[config.mk]
export PLATFORM = sky130hd
export DESIGN_NAME = voice_mixer
export DESIGN_NICKNAME = d
export VERILOG_FILES = /design/src/rtl/mixer_pkg.sv /design/src/rtl/voice_mixer_sat_scale.sv /design/src/rtl/voice_mixer.sv
export SDC_FILE = /design/constraint.sdc
export NUM_CORES = 1
export LEC_CHECK = 0
export CAP_MARGIN = 40
export CORE_ASPECT_RATIO = 1.2
export CORE_MARGIN = 2
export CORE_UTILIZATION = 62
export CTS_CLUSTER_DIAMETER = 150
export DETAILED_ROUTE_END_ITERATION = 10
export PLACE_DENSITY = 0.87
export SLEW_MARGIN = 30
export SYNTH_ARGS = -nofsm -noshare
export SYNTH_HDL_FRONTEND = slang
export SYNTH_SLANG_ARGS = --single-unit
[constraint.sdc]
create_clock -name clk -period 8 [get_ports clk]
set_clock_uncertainty 0.15 [all_clocks]
set_input_delay 2.4 -clock clk [delete_from_list [all_inputs] [get_ports clk]]
set_output_delay 2.4 -clock clk [all_outputs]
set_load 0.005 [all_outputs]
[src/rtl/mixer_pkg.sv]
// Shared types and defaults for the mixer datapath and its downstream consumers.
package mixer_pkg;

  localparam int MIX_OUT_W     = 25;
  localparam int MIX_VOL_SHIFT = 7;

  typedef logic signed [MIX_OUT_W-1:0] sample_t;

  typedef enum logic [1:0] {
    IDLE,
    ACCUM,
    SCALE,
    DONE
  } mix_state_t;

endpackage

[src/rtl/voice_mixer_sat_scale.sv]
// Combinational gain post-processing: arithmetic shift of a product, then clamp to OUT_W.
module sat_scale #(
  parameter int IN_W  = 36,
  parameter int OUT_W = 25,
  parameter int SHIFT = 7
) (
  input  logic signed [IN_W-1:0]  prod,
  output logic signed [OUT_W-1:0] result
);

  localparam logic signed [IN_W-1:0] MAX_V = {{(IN_W-OUT_W+1){1'b0}}, {(OUT_W-1){1'b1}}};
  localparam logic signed [IN_W-1:0] MIN_V = {{(IN_W-OUT_W+1){1'b1}}, {(OUT_W-1){1'b0}}};

  logic signed [IN_W-1:0] scaled;

  always_comb begin
    scaled = prod >>> SHIFT;
    if (scaled > MAX_V)
      result = MAX_V[OUT_W-1:0];
    else if (scaled < MIN_V)
      result = MIN_V[OUT_W-1:0];
    else
      result = scaled[OUT_W-1:0];
  end

endmodule

[src/rtl/voice_mixer.sv]
// Polyphonic voice mixer: snapshots voices on a sample tick, sums active voices serially,
// applies master volume with saturation, and strobes out_valid for one cycle.
module voice_mixer
  import mixer_pkg::*;
#(
  parameter int NUM_VOICES = 8,
  parameter int VOICE_W    = 24,
  parameter int OUT_W      = MIX_OUT_W,
  parameter int VOL_SHIFT  = MIX_VOL_SHIFT
) (
  input  logic                          clk,
  input  logic                          reset,
  input  logic                          sample_tick,
  input  logic [NUM_VOICES*VOICE_W-1:0] voice_samples,
  input  logic [NUM_VOICES-1:0]         voice_active,
  input  logic [7:0]                    volume,
  output logic signed [OUT_W-1:0]       mixer_output,
  output logic                          out_valid,
  output logic                          busy,
  output logic                          overrun
);

  localparam int IDX_W  = $clog2(NUM_VOICES);
  localparam int ACC_W  = VOICE_W + IDX_W;
  localparam int PROD_W = ACC_W + 9;

  mix_state_t                    state;
  logic [NUM_VOICES*VOICE_W-1:0] snap_samples;
  logic [NUM_VOICES-1:0]         snap_active;
  logic [7:0]                    snap_vol;
  logic [IDX_W-1:0]              idx;
  logic signed [ACC_W-1:0]       acc;
  logic signed [PROD_W-1:0]      prod;
  logic signed [VOICE_W-1:0]     cur_voice;
  logic signed [OUT_W-1:0]       sat_out;

  assign cur_voice = snap_samples[idx*VOICE_W +: VOICE_W];
  assign busy      = (state != IDLE);

  sat_scale #(
    .IN_W  (PROD_W),
    .OUT_W (OUT_W),
    .SHIFT (VOL_SHIFT)
  ) u_sat_scale (
    .prod   (prod),
    .result (sat_out)
  );

  always_ff @(posedge clk) begin
    if (reset) begin
      state        <= IDLE;
      snap_samples <= '0;
      snap_active  <= '0;
      snap_vol     <= '0;
      idx          <= '0;
      acc          <= '0;
      prod         <= '0;
      mixer_output <= '0;
      out_valid    <= 1'b0;
      overrun      <= 1'b0;
    end else begin
      out_valid <= 1'b0;
      // A tick seen in any non-idle state, DONE included, is dropped and flagged.
      if (sample_tick && state != IDLE)
        overrun <= 1'b1;

      case (state)
        IDLE: begin
          if (sample_tick) begin
            snap_samples <= voice_samples;
            snap_active  <= voice_active;
            snap_vol     <= volume;
            acc          <= '0;
            idx          <= '0;
            state        <= ACCUM;
          end
        end
        ACCUM: begin
          if (snap_active[idx])
            acc <= acc + $signed({{(ACC_W-VOICE_W){cur_voice[VOICE_W-1]}}, cur_voice});
          idx <= idx + IDX_W'(1);
          if (idx == IDX_W'(NUM_VOICES-1))
            state <= SCALE;
        end
        SCALE: begin
          prod  <= acc * $signed({1'b0, snap_vol});
          state <= DONE;
        end
        DONE: begin
          mixer_output <= sat_out;
          out_valid    <= 1'b1;
          state        <= IDLE;
        end
        default: state <= IDLE;
      endcase
    end
  end

endmodule

**Yosys cells after proc, flatten, opt, wreduce, memory -nomap -nowiden**

Index checks and enable logic that the tools add are counted.

- Bits in registers: 303
- Output and inout bits: 28
- Word-level logic and storage cells: 46

- Add/sub/neg operators: 2
- $mul: 2
- $lt $le $gt $ge: 3
- Eq/ne operators: 7
- Shifts and indexed selects: 1
- Mux-type cells: 13
- Reduce and logical (&&, ||, !) cells: 8

Operators by type and width:

| operator | number |
|---|---|
| $shiftx 192x9->24 | 1 |
| $mux 27 | 2 |
| $pmux 27 s2 | 1 |
| $mux 25 | 2 |
| $mul 27x9->36 | 1 |
| $gt 29x25->1 const B | 1 |
| $lt 29x25->1 const B | 1 |
| $add 27x24->27 | 1 |
| $pmux 2 s4 | 1 |
| $ne 2x2->1 const B | 3 |
| $pmux 3 s2 | 1 |
| $reduce_and 2->1 | 3 |
| $mul 3x2->5 const B | 1 |
| $eq 2x2->1 const B | 2 |
| $lt 3x4->1 const B | 1 |
| $mux 2 | 2 |
| $reduce_bool 2->1 | 2 |
| $add 3x1->3 const B | 1 |
| $bmux 1 s3 | 1 |
| $eq 3x3->1 const B | 1 |
| $mux 3 | 1 |
| $reduce_and 3->1 | 1 |
| $eq 2x1->1 const B | 1 |
| $logic_not 2->1 | 1 |
| 2 further kinds | 3 |

**Longest topological paths before layout**

Gate-level depths: netlist (run 1).

- Depth after elaboration: 5
- Mapped depth: 21

**Modules after synthesis**

From an unflattened synthesis (run 1), not the netlist that was laid out.

- Cells, all modules: 2,534
- Area, all modules: 21,543.2 um^2

By module, submodules not included:

| module | instances | cells each | area an instance (um^2) | sequential area each (um^2) |
|---|---|---|---|---|
| voice_mixer | 1 | 2,439 | 20,774.9 | 6,065.8 |
| sat_scale | 1 | 95 | 768.2 | 0.0 |

**Worst setup path after synthesis (run 1)**

OpenSTA, ideal clock, no wires.

- Path type: register -> register
- From: register snap_vol[2]
- To: register prod[28]
- Setup time: 132 ps
- Arrival time: 5,050 ps
- Required time: 7,718 ps
- Setup slack: 2,668 ps
- Stages on the path, launching flop included: 21
- Period minus slack after synthesis: 5,332 ps
- Cells stage by stage: dfxtp_1 -> clkbuf_1 -> clkbuf_1 -> nand2_1 -> fa_1 -> inv_1 -> fa_1 -> fa_1 -> inv_1 -> fa_1 -> inv_1 -> ha_1 -> clkbuf_1 -> or2_2 -> a211oi_1 -> nor2b_1 -> a41oi_1 -> a21oi_2 -> or3_2 -> nand3_1 -> a21oi_1

- Longest elaborated chain between the ends: 1

RTL lines:

| item | line | text |
|---|---|---|
| start, declared | voice_mixer.sv:30 | `logic [7:0] snap_vol;` |
| start signal, assigned | voice_mixer.sv:72 | `snap_vol <= volume;` |
| $mul 27x9->36 | voice_mixer.sv:86 | `prod <= acc * $signed({1'b0, snap_vol});` |
| end signal, assigned | voice_mixer.sv:86 |  |
| end, declared | voice_mixer.sv:33 | `logic signed [PROD_W-1:0] prod;` |

Every way passes these cells.
A chain may end at the register's enable or synchronous reset.

**Final worst setup path (run 1)**

- From: register snap_vol[1]
- To: register prod[28]

Same word-level chain as after synthesis.

==> run_results.csv, run 1 <==
group,metric,value,unit
cts,cts_buffer_depth,3,
final_layout,finalInstanceArea,23900,µm²
yosys,synth_top_area_share,0.290,
drt,drc,0,
floorplan,die_h,203,µm
sta,rsz0062_at_grt,"false",
critical_path,endpoint_kind,"register",
yosys,ys_warn_count,0,
yosys,synthMuxAreaShare,0.0743,
pwr,p_leak,10.4,nW
sta,fin_crit,5.56,ns
drt,drt_iter0_markers,1292,
cts,root_buffer,"clkbuf_16",
pwr,p_per_area,195,nW/µm²
floorplan,coreArea,32300,µm²
min_path,hold_class,"reg2reg",
drt,vias,17100,
yosys,synth_fa_ha_area_frac,0.226,
drt,wl_per_cell,17.0,µm
cts,tritoncts,"built",
critical_path,cp-start-kind,"register",
critical_path,cp.required,8.28,ns
yosys,ys_ff_latch,296,
job,cap_violations,0,
yosys,ys_types,72,
global_route,grt_start_max_net_pins,209,
sta,slew_violations,0,
final_layout,final_util,0.739,
yosys,synth_compound_gate_area_share,0.127,
floorplan,dieArea,34400,µm²
cts,clk_pin_slew,0.07,ns
sta,max_freq,0.180,GHz
cts,clk_latency,0.58,ns
critical_path,cp_cell_sequence,"buf_6, nand2_1, fa_1, inv_1, fa_1, fa_1, inv_1, fa_1, inv_1, ha_1, or2_2, a211oi_1, nor2b_1, a41oi_1, a21oi_2, or3_2, nand3_1, a21oi_1",
pwr,vdd_drop_max,175,µV
cts,holdBufCountCts,0,
final_layout,area_delta_synth_final,17.1,%
global_route,grt_use_total,0.298,
cts,ctsResizeCount,0,
placed_design,placed_cells,2941,
placed_design,place.gp.congestion,0.893,
floorplan,start_util,0.631,
final_layout,drive_gt1_frac,0.0652,
drt,routed_wl,50900,µm
sta,final_hold_viol_count,0,
yosys,async_reset_ff_frac,0,
global_route,grt_pass1_wl,83000,µm
cts,cts_num_sinks,296,
sta,tightest_slew,1.03,ns
yosys,synth_top_family_by_area,"adder cells",
cts,cts_max_level,1,
sta,max_slew_margin,0.314,
placed_design,place_hpwl,38500,µm
yosys,synthFlopType,"dfxtp_1",
placed_design,post_dp_cell_area,22900,µm²
placed_design,port_buffers,238,
yosys,syn_nets,2914,
global_route,antenna_found_initial,2,
yosys,synthXorXnorAreaFrac,0.0202,
final_layout,layoutNonFillerInstCount,3000,
cts,cts_inserted_buffers,29,
floorplan,die_w,170,µm
yosys,synth.cell_area,20400,µm²
critical_path,crit_top_cell,"fa_1",
critical_path,cp_slowest_cell,"fa_1",
critical_path,crit_type,"reg2reg",
yosys,synth-edff-count,0,
critical_path,path_buf_inv,4,
sta,finalCritPeriodShare,0.695,
yosys,seq_area_frac_synth,0.290,
yosys,syn_avg_cell_area,8.39,µm²
critical_path,critPathTopFamily,"adder cells",
yosys,syn_inst,2435,
final_layout,fin_nets,3050,
yosys,synth_simple_gate_area_share,0.183,
global_route,grt_pass1_vias,17300,
drt,via_per_inst,5.71,
cts,post-cts-setup-buffers,0,
critical_path,cpPeakStageDelay,0.55,ns
floorplan,rows,72,
global_route,grt_overflow,0,
yosys,synth_area_leaders,"dfxtp_1 (29%), fa_1 (16%), nand2_1 (11%)",
run_status,status,"finished clean",
sta,setup_violations,0,
floorplan,io_pins,239,
critical_path,cp_max_fo,21,
sta,tns,0,ns
critical_path,crit_arrival,5.83,ns
drt,ant_nets,0,
drt,drtPass1Iterations,5,
yosys,yosys.area.top_type,"dfxtp_1",
## cells in the mapped netlist, types with 5 or more instances
cell type / n
buf_1: 14
xnor2_1: 30
and3_1: 5
a21o_1: 22
mux2i_1: 12
fa_1: 168
nand2_1: 603
dfxtp_1: 296
o21bai_1: 10
o21ai_0: 56
nand4_1: 10
mux2_2: 24
mux4_2: 50
nor4_1: 5
o21a_1: 10
a21oi_1: 290
a211oi_1: 9
or3_1: 9
nor2_1: 60
nand2b_1: 28
o22ai_1: 8
and2_2: 7
nor3_1: 11
clkbuf_1: 129
and2_1: 87
xor2_1: 17
nand3_1: 22
inv_1: 265
nor2b_1: 5
ha_1: 100
## cells in the final DEF, fill, tap and decap left out, types with 7 or more instances in the layout
cell type        netlist  final
buf_4                  3      8
a21oi_1              290    290
buf_6                  2      8
nand4_1               10     10
mux4_2                50     50
ha_1                 100    100
and2_1                87     87
clkdlybuf4s50_1        0    237
clkbuf_16              0     29
clkbuf_1             129      9
or3_1                  9      9
and2_2                 7      7
o21bai_1              10     10
a21o_1                22     22
o22ai_1                8      8
xor2_1                17     17
xnor2_1               30     30
nand2_1              603    602
nor2_1                60     58
nand3_1               22     22
nand2b_1              28     28
o21a_1                10     10
mux2i_1               12     12
inv_1                265    265
mux2_2                24     24
a211oi_1               9      9
fa_1                 168    168
o21ai_0               56     56
nor3_1                11     11
dfxtp_1              296    294
## through the flow
stage          power, mW  worst slack, ns  hold slack (ns)
3_5_place_dp        3.27             2.16            0.291
2_1_floorplan       2.83             2.67            0.270
3_3_place_gp        3.21             2.22            0.285
6_report            4.66             2.44            0.303
5_1_grt             4.89             2.12            0.317
4_1_cts             4.65             2.14            0.304
## logic make-up after synthesis
family,after synthesis
AND/OR/NAND/NOR,865
AO/OA/AOI/OAI,455
buffers and inverters,418
flip-flops,296
adder cells (fa/ha/maj),268
multiplexers,86
XOR/XNOR,47
## flip-flops by register name (all words and copies together), names as in the netlist
register,cells
snap_samples,192
prod,29
acc,27
mixer_output,25
snap_active,8
snap_vol,8
idx,3
state,2
out_valid,1
overrun,1
## area by class of cell
cell class / instances / area (µm²)
timing repair buffer: 258 / 2620
sequential: 296 / 5930
tap: 407 / 509
inverter: 265 / 995
multi-input combinational: 1721 / 12900
clock inverter: 9 / 135
fill: 2247 / 8430
antenna: 2 / 5.00
clock buffer: 42 / 815
## worst reg2reg max path: stages, from the launching register on
cell and delay, ns:
dfxtp_1 0.50, buf_6 0.25, nand2_1 0.10, fa_1 0.53
inv_1 0.06, fa_1 0.50, fa_1 0.55, inv_1 0.05
fa_1 0.52, inv_1 0.04, ha_1 0.40, or2_2 0.33
a211oi_1 0.23, nor2b_1 0.10, a41oi_1 0.39, a21oi_2 0.14
or3_2 0.42, nand3_1 0.09, a21oi_1 0.06
## layer usage
layer	global-route usage	vias up	routed length (µm)
met1	0.354	8180	19100
met3	0.0411	137	3320
li1	-	8136	-
met5	0	-	0
met4	0.148	0	2710
met2	0.528	668	25700
## power breakdown
| part | internal [mW] | switching (mW) | leakage [nW] |
|---|---|---|---|
| combinational | 0.560 | 0.820 | 7.47 |
| sequential | 1.71 | 0.178 | 2.42 |
| clock | 0.803 | 0.588 | 0.465 |
| total | 3.07 | 1.59 | 10.4 |
## worst paths after layout
check	from	to	slack, ns	depth (start not counted)
setup / recovery	snap_vol[1]	prod[28]	2.44	18
hold reg to reg	prod[29]	prod[29]	0.30	2
setup reg to reg	snap_vol[1]	prod[28]	2.44	18
hold / removal	prod[29]	prod[29]	0.30	2
Note: power is estimated with default switching activity, not from simulation.
==> inputs of run 2 (changes only) <==
CORE_UTILIZATION = 58   (was 62)
PLACE_DENSITY = 0.82   (was 0.87)
clock period = 5.2 ns   (was 8 ns; I/O delays follow)
==> run 2 against run 1 <==
Compared with the run above: via count grew 2.8%; combinational power is 74% higher; global-route usage is 0.83 points lower; sequential power increased by 52%; utilization is 1.6 points lower; critical path type unchanged; largest cell class unchanged; largest power group unchanged.
==> run_results.csv, run 2 (synthesis results as in run 1) <==
group,metric,value,unit
pwr,p_leak,11.0,nW
critical_path,rrSetupSlack,0.07,ns
sta,slew_violations,0,
placed_design,place.gp.congestion,0.882,
placed_design,placed_cells,3092,
global_route,antenna_found_initial,0,
min_path,hold_end,"snap_active[6]",
cts,clk_latency,0.56,ns
cts,cts_inserted_buffers,29,
final_layout,largest_reg_flops,192,
final_layout,area_delta_synth_final,23.3,%
critical_path,cp-start-kind,"register",
final_layout,fin_nets,3153,
final_layout,final_common_cell,"nand2_1",
critical_path,cp.required,5.52,ns
min_path,whs_path_depth,2,
drt,drtPass1Iterations,5,
cts,cts_num_sinks,296,
global_route,grt_pass1_wl,86400,µm
pwr,pwr-share-comb,0.330,
sta,tightest_slew,0.809,ns
run_status,status,"finished clean",
cts,cts_buffer_depth,3,
placed_design,dp_slack,-0.0611,ns
global_route,grt_start_max_net_pins,116,
final_layout,regMostFlops,"snap_samples",
sta,max_slew_margin,0.461,
sta,setup_violations,0,
final_layout,layoutNonFillerInstCount,3158,
critical_path,cp_max_fo,10,
pwr,p_int,4.75,mW
floorplan,die_w,175,µm
pwr,p_seq_frac,0.396,
drt,drt_iter0_markers,1095,
floorplan,die_h,210,µm
sta,final_hold_viol_count,0,
cts,cts_max_level,1,
pwr,p_switching,2.53,mW
critical_path,r2r-end,"prod[24]",
sta,worst_slack,0.0664,ns
sta,fin_crit,5.13,ns
critical_path,timing.rr.start,"acc[10]",
cts,root_buffer,"clkbuf_16",
final_layout,finalInstanceArea,25200,µm²
final_layout,layout_common_cells,"nand2_1 (596), a21oi_1 (287), dfxtp_1 (276)",
global_route,grt_pass1_vias,17800,
drt,via_per_inst,5.57,
sta,tns,0,ns
critical_path,r2r_cells,20,
placed_design,port_buffers,238,
drt,wl_per_cell,17.4,µm
floorplan,start_util,0.587,
critical_path,crit_type,"reg2reg",
global_route,grt_overflow,0,
min_path,min_from,"snap_active[6]",
min_path,hold_class,"reg2reg",
sta,finalCritPeriodShare,0.987,
placed_design,post_dp_cell_area,23800,µm²
final_layout,drive_gt1_frac,0.124,
drt,vias,17600,
floorplan,dieArea,36700,µm²
floorplan,rows,75,
global_route,grt_use_total,0.290,
final_layout,final_util,0.723,
drt,drc,0,
sta,hold_slack,0.302,ns
drt,ant_nets,0,
pwr,p_clk_frac,0.275,
pwr,p_per_area,289,nW/µm²
floorplan,coreArea,34800,µm²
drt,routed_wl,54900,µm
cts,tritoncts,"built",
placed_design,place_hpwl,41100,µm
pwr,p_sw_frac,0.347,
pwr,vdd_drop_max,244,µV
floorplan,io_pins,239,
sta,rsz0062_at_grt,"true",
cts,clk_pin_slew,0.06,ns
critical_path,endpoint_kind,"register",
sta,max_freq,0.195,GHz
final_layout,reg_top3,"snap_samples x192, prod x29, acc x27",
pwr,fin_total_pwr,7.28,mW
final_layout,n_antenna_cell,0,
critical_path,crit_arrival,5.46,ns
job,cap_violations,0,
run 2: changes by cell type in the layout (fill, tap and decap cells not counted), sizes merged:
cell	delta
diode	-2
clkinvlp	+1
clkinv	+3
clkbuf	+4
bufinv	-3
buf	+100
run 2: worst max-delay path by stage:
stage,start,end,slack (ns),cells past startpoint
after global placement,snap_vol[4],prod[35],0.008,18
after floorplan,snap_vol[5],prod[28],0.001,19
after detailed placement,snap_vol[4],prod[32],-0.06,18
after global routing,snap_vol[2],prod[24],-0.11,20
final,acc[10],prod[24],0.07,20
after CTS,snap_vol[2],prod[32],0.01,19
run 2: layer usage:
layer | up-vias | global-route usage | share of wire | routed length, µm
met5 | - | 0 | 0 | 0
met4 | 0 | 0.126 | 0.052 | 2860
met3 | 159 | 0.0306 | 0.056 | 3080
met2 | 682 | 0.522 | 0.51 | 28000
met1 | 8414 | 0.351 | 0.38 | 20900
li1 | 8349 | - | - | -
run 2: cell type report:
cell class                      instances  area (µm²)
Inverter                              265         995
Clock inverter                         10        61.3
Timing Repair Buffer                  361        3580
Fill cell                            2501        9640
Tap cell                              462         578
Multi-Input combinational cell       1721       13200
Sequential cell                       296        5970
Clock buffer                           43         838
run 2: critical path, cell delays in order, from the launching register on:
cell      delay (ns)
dfxtp_1         0.36
buf_12          0.15
nand2_1         0.08
fa_1            0.54
inv_1           0.05
fa_1            0.49
fa_1            0.50
inv_1           0.05
fa_1            0.52
inv_1           0.07
ha_4            0.26
nand4_1         0.13
o211ai_1        0.31
buf_4           0.20
o21bai_4        0.08
buf_4           0.14
and2_2          0.19
nor2_1          0.18
o22ai_1         0.15
xor2_1          0.19
a211oi_2        0.22
run 2: power groups by stage:
stage               sequential, mW  clock [mW]  combinational (mW)
floorplan                     2.80           0                1.56
global placement              2.89           0                2.22
detailed placement            2.91           0                2.27
CTS                           2.87        2.02                2.29
global route                  2.92        2.11                2.60
finish                        2.88        2.00                2.40
run 2: timing repair:
action,4_1_cts,5_1_grt
setup endpoints to repair,7,14
resized for setup,7,72
hold buffers,0,0
cloned,0,3
setup buffers,0,9
pin swaps,1,34
